`config.mk`:
```
export PLATFORM = sky130hd
export DESIGN_NAME = urisc_mem_resp
export DESIGN_NICKNAME = d
export VERILOG_FILES = /design/src/rtl/urisc_mem_resp.sv
export SDC_FILE = /design/constraint.sdc
export NUM_CORES = 2
export LEC_CHECK = 0
export ABC_CLOCK_PERIOD_IN_PS = 3100
export CAP_MARGIN = 20
export CELL_PAD_IN_SITES_DETAIL_PLACEMENT = 0
export CELL_PAD_IN_SITES_GLOBAL_PLACEMENT = 1
export CORE_MARGIN = 10
export CORE_UTILIZATION = 50
export CTS_BUF_LIST = sky130_fd_sc_hd__clkbuf_16
export DETAILED_ROUTE_END_ITERATION = 10
export GPL_TIMING_DRIVEN = 1
export PLACE_DENSITY = 0.86
export SLEW_MARGIN = 20
export SYNTH_ARGS = -nofsm -noshare
export SYNTH_HDL_FRONTEND = slang
export SYNTH_SLANG_ARGS = --single-unit
```
`constraint.sdc`:
```
create_clock -name clk -period 3.1 [get_ports clk]
set_clock_uncertainty 0.2 [all_clocks]
set_input_delay 0.465 -clock clk [delete_from_list [all_inputs] [get_ports clk]]
set_output_delay 0.465 -clock clk [all_outputs]
set_load 0.01 [all_outputs]
```
`src/rtl/urisc_mem_resp.sv`:
```
// urisc_mem_resp: 2^AW x DW memory responder for the URISC CSMR/WRITE/RDMR bus with one I/O port.
// Define URISC_MEM_CLEAR_EN to build the post-reset zero-fill sweep (BUSY high while it runs).
module urisc_mem_resp #(
   parameter int DW = 8,
   parameter int AW = 8,
   parameter logic [AW-1:0] IO_ADDR = 8'hFF
) (
   input  logic          clk,
   input  logic          rst_n,
   input  logic          CS,
   input  logic          WRITE,
   input  logic          READ,
   input  logic [AW-1:0] ADDRESS,
   input  logic [DW-1:0] WDATA,
   output logic [DW-1:0] RDATA,
   output logic          BUSY,
   input  logic [DW-1:0] IO_IN,
   output logic [DW-1:0] IO_OUT
);

   logic [DW-1:0] mem [2**AW];

   logic [DW-1:0] rdata_q, rdata_d;
   logic [DW-1:0] io_out_q, io_out_d;
   logic          bus_en;
   logic          sweep_we;
   logic [AW-1:0] sweep_addr;
   logic          mem_we;
   logic [AW-1:0] mem_waddr;
   logic [DW-1:0] mem_wdata;
   logic          is_io;

`ifdef URISC_MEM_CLEAR_EN
   typedef enum logic [0:0] {CLEAR, IDLE} state_t;

   state_t        state_q, state_d;
   logic [AW-1:0] cnt_q, cnt_d;
   logic          busy_q, busy_d;

   always_comb begin
      state_d = state_q;
      cnt_d   = cnt_q;
      busy_d  = busy_q;
      if (state_q == CLEAR) begin
         cnt_d = cnt_q + 1'b1;
         if (cnt_q == {AW{1'b1}}) begin
            state_d = IDLE;
            busy_d  = 1'b0;
         end
      end
   end

   always_ff @(posedge clk) begin
      if (!rst_n) begin
         state_q <= CLEAR;
         cnt_q   <= '0;
         busy_q  <= 1'b1;
      end else begin
         state_q <= state_d;
         cnt_q   <= cnt_d;
         busy_q  <= busy_d;
      end
   end

   assign bus_en     = rst_n && (state_q == IDLE);
   assign sweep_we   = rst_n && (state_q == CLEAR);
   assign sweep_addr = cnt_q;
   assign BUSY       = busy_q;
`else
   assign bus_en     = rst_n;
   assign sweep_we   = 1'b0;
   assign sweep_addr = '0;
   assign BUSY       = 1'b0;
`endif

   assign is_io = (ADDRESS == IO_ADDR);

   // The sweep owns the write port while it runs; bus accesses are gated off by bus_en.
   always_comb begin
      rdata_d   = rdata_q;
      io_out_d  = io_out_q;
      mem_we    = 1'b0;
      mem_waddr = ADDRESS;
      mem_wdata = WDATA;
      if (bus_en && CS) begin
         if (READ) begin
            rdata_d = is_io ? IO_IN : mem[ADDRESS];
         end
         if (WRITE) begin
            if (is_io) begin
               io_out_d = WDATA;
            end else begin
               mem_we = 1'b1;
            end
         end
      end
      if (sweep_we) begin
         mem_we    = 1'b1;
         mem_waddr = sweep_addr;
         mem_wdata = '0;
      end
   end

   always_ff @(posedge clk) begin
      if (mem_we) begin
         mem[mem_waddr] <= mem_wdata;
      end
   end

   always_ff @(posedge clk) begin
      if (!rst_n) begin
         rdata_q  <= '0;
         io_out_q <= '0;
      end else begin
         rdata_q  <= rdata_d;
         io_out_q <= io_out_d;
      end
   end

   assign RDATA  = rdata_q;
   assign IO_OUT = io_out_q;

endmodule

```
==> impl_metrics.yaml <==
synthesis:
  synth_edf_count: 2047
  syn-cell-area_um2: 80100
  synthFlopType: "edfxtp_1"
  syn_inst: 3874
  synth_top_area_share_pct: 76.7
  synth_top_area_cell: "edfxtp_1"
  synth_seq_cells: 2063
  yosys_warnings: 0
  synth.distinct_cells: 62
  async_reset_ff_share_pct: 0
  syn_avg_cell_area_um2: 20.7
  synthTopCellsByArea: "edfxtp_1, mux4_2, mux2i_1, nor2_1, a22oi_1"
  ys_seq_area_share_pct: 77.1
sta:
  max_freq_mhz: 320
  setup_viol: 1
  rsz0062_at_grt: "false"
  slew_violations: 0
  hold_viol: 0
  slew_headroom_pct: 38.4
  tightestPinTransition_ns: 0.920
  fin_ws_ns: -0.0232
  finalCritPeriodShare_pct: 101
  fin_crit_ns: 3.12
grt:
  grt_pass1_wl_um: 315000
  grt_pass1_vias: 44445
  antenna_found_initial: 5
  grt_usage_pct: 24.7
  grt_overflow: 0
  grt_max_degree: 119
layout:
  nNetsFinal: 4685
  finalNonFillerCells: 6896
  area_growth_pct: 18.6
  drive_above_1_share_pct: 31.5
clocking:
  cts_tree: "yes"
  clkTransAtPathRegs_ns: 0.07
  clk_latency_ns: 0.84
  clock_sinks: 2063
  root_buffer: "clkbuf_16"
  numCtsBuffers: 191
  cts_htree_levels: 4
  cts_buffer_depth: 3
  post_cts_buffers: 0
floorplan:
  die_area_um2: 177000
  ios: 46
  std_cell_rows: 146
  die_w_um: 420
  die_y_um: 420
  start_util_pct: 50.5
  core_um2: 159000
hold_path:
  min_path_type: "in2reg"
  hold_start: "WDATA[5]"
  hold_end: "IO_OUT[5]"
  min_path_cells: 3
critical_path:
  crit_chain: "mux4_2 -> a22o_1 -> a221oi_1 -> a31oi_1 -> buf_4 -> a31oi_1 -> buf_4 -> a31oi_1 -> a211o_1"
  critPathMaxStageDelay_ns: 0.51
  end_kind: "flop"
  reg2reg_depth: 9
  reg2reg_from: "mem[51][7]"
  r2r_end: "RDATA[7]"
  worstSetupPathType: "reg2reg"
  cp.arrival_ns: 3.65
  crit_fanout: 1
  slowest_stage: "mux4_2"
  required_ns: 3.62
  cpMostUsedCell: "a31oi_1"
  critPathLaunchType: "flop"
  crit_family: "compound AO/OA/AOI/OAI gates"
  rrSetupSlack_ns: -0.02
  worst-path-buf-inv: 2
status:
  violations: "negative setup slack"
  status: "complete, but fails checks"
routing:
  avgRoutedWirePerCell_um: 31.7
  route.vias.total: 44230
  drt_pass1_iterations: 6
  wl_um: 219000
  antenna_left: 0
  drc_errors: 0
  drt_iter0_markers: 6418
  vias_per_cell: 6.41
placed_design:
  dp_slack_ns: -0.646
  gp_congestion: 0.935
  hpwl_um: 142000
  io_buffers: 44
  dp.cells: 6532
pwr:
  ir_drop_uv: 657
  power_mw: 56.8
  leakagePower_nw: 31.5
  p_per_area_nw_per_um2: 599
flow_run:
  drv_cap: 0
-- worst register-to-register path: stages (launching register included) --
cell and delay, ns:
edfxtp_1 0.39, mux4_2 0.51, a22o_1 0.21, a221oi_1 0.33
a31oi_1 0.16, buf_4 0.17, a31oi_1 0.48, buf_4 0.22
a31oi_1 0.08, a211o_1 0.27
-- flip-flops by register name, indices dropped and copies added, names as in the netlist --
| name | cells |
|---|---|
| IO_OUT | 8 |
| RDATA | 8 |
| mem | 2047 |
-- what timing repair did --
action                                 4_1_cts  5_1_grt
hold buffers                                 3        0
setup endpoints to repair                    0        1
resized for setup                            0        1
endpoints found under the hold margin      109        0
-- cell usage after synthesis, types with 5 or more instances --
master,n
o221ai_1,18
nand3_1,37
mux2i_1,170
nor2b_1,13
a32oi_1,7
dfxtp_1,16
mux2_2,25
a21oi_1,36
buf_12,8
o211ai_1,7
a221oi_1,24
or3b_2,5
mux4_2,433
and2_1,6
a22o_1,10
clkbuf_1,113
a22oi_1,89
and4_1,6
o21ai_0,38
a21boi_0,7
o22ai_1,58
o21ai_1,8
a211o_1,5
nor2_1,306
o2111ai_1,8
edfxtp_1,2047
nand2_1,125
buf_4,28
buf_6,32
nand3b_1,5
o22a_1,11
nor4_1,9
nor3_1,20
a31oi_1,20
buf_1,10
nand2b_1,6
a211oi_1,19
buf_2,36
and3_1,11
-- cell type report --
type                    count  area [um2]
diodes                      7        17.5
clock buffers             193        4830
clock inverters           161        1260
fillers                 10614       63800
inverters                   6        22.5
multi-input cells        1582       16900
flip-flops and latches   2063       61800
well taps                2072        2590
repair buffers            812        7510
-- kinds of logic (layout without fill, tap and decap cells) --
| logic type | count (synthesis) | after routing | synth area share (%) |
|---|---|---|---|
| flip-flops | 2063 | 2063 | 77.1 |
| multiplexers | 628 | 628 | 14.7 |
| AND/OR/NAND/NOR | 564 | 564 | 3.03 |
| AO/OA/AOI/OAI | 382 | 382 | 3.37 |
| buffers and inverters | 236 | 1172 | 1.80 |
| other | 1 | 15 | 0.00468 |
-- placed cells by master, fill, tap and decap left out, types with 38 or more instances in the layout --
master,synthesis,routed
buf_12,8,101
mux2i_1,170,170
clkinv_1,2,53
nor2_1,306,303
clkbuf_16,0,193
o22ai_1,58,58
a22oi_1,89,89
buf_4,28,664
mux4_2,433,433
nand2_1,125,125
edfxtp_1,2047,2047
inv_1,4,47
o21ai_0,38,38
-- routing by layer --
metal | GRT usage (%) | part of all wire (%) | vias to the layer above
met5 | 0 | 0.019 | -
met4 | 12.7 | 5.8 | 6
met3 | 6.62 | 13 | 602
met2 | 38.3 | 47 | 3319
met1 | 32.2 | 35 | 22639
li1 | - | - | 17664
-- power by group --
part / switching [mW] / internal, mW / leakage, nW
logic: 1.99 / 1.28 / 9.79
clock network: 10.3 / 12.6 / 3.15
registers: 0.0245 / 30.7 / 18.5
total: 12.3 / 44.6 / 31.5
-- metrics by stage --
step | cell area [um2] | utilization, % | TNS [ns] | hold WS, ns
floorplan | 80100 | - | -0.198 | 0.278
global placement | 88800 | 55.9 | -6.23 | 0.262
detailed placement | 88800 | 55.9 | -10.52 | 0.280
CTS | 94900 | 59.8 | 0 | 0.00618
global route | 94900 | 59.8 | 0 | 0.0624
finish | 95000 | 59.8 | -0.0232 | 0.0524
-- how the worst max path moves through the flow --
stage | from | to | cells after the start
global placement | ADDRESS[0] | RDATA[4] | 11
global route | mem[51][7] | RDATA[7] | 9
CTS | mem[51][7] | RDATA[7] | 9
detailed placement | ADDRESS[0] | RDATA[4] | 11
finish | mem[51][7] | RDATA[7] | 9
floorplan | ADDRESS[0] | mem[105][0] | 10
Note: power is estimated with default switching activity, not from simulation.
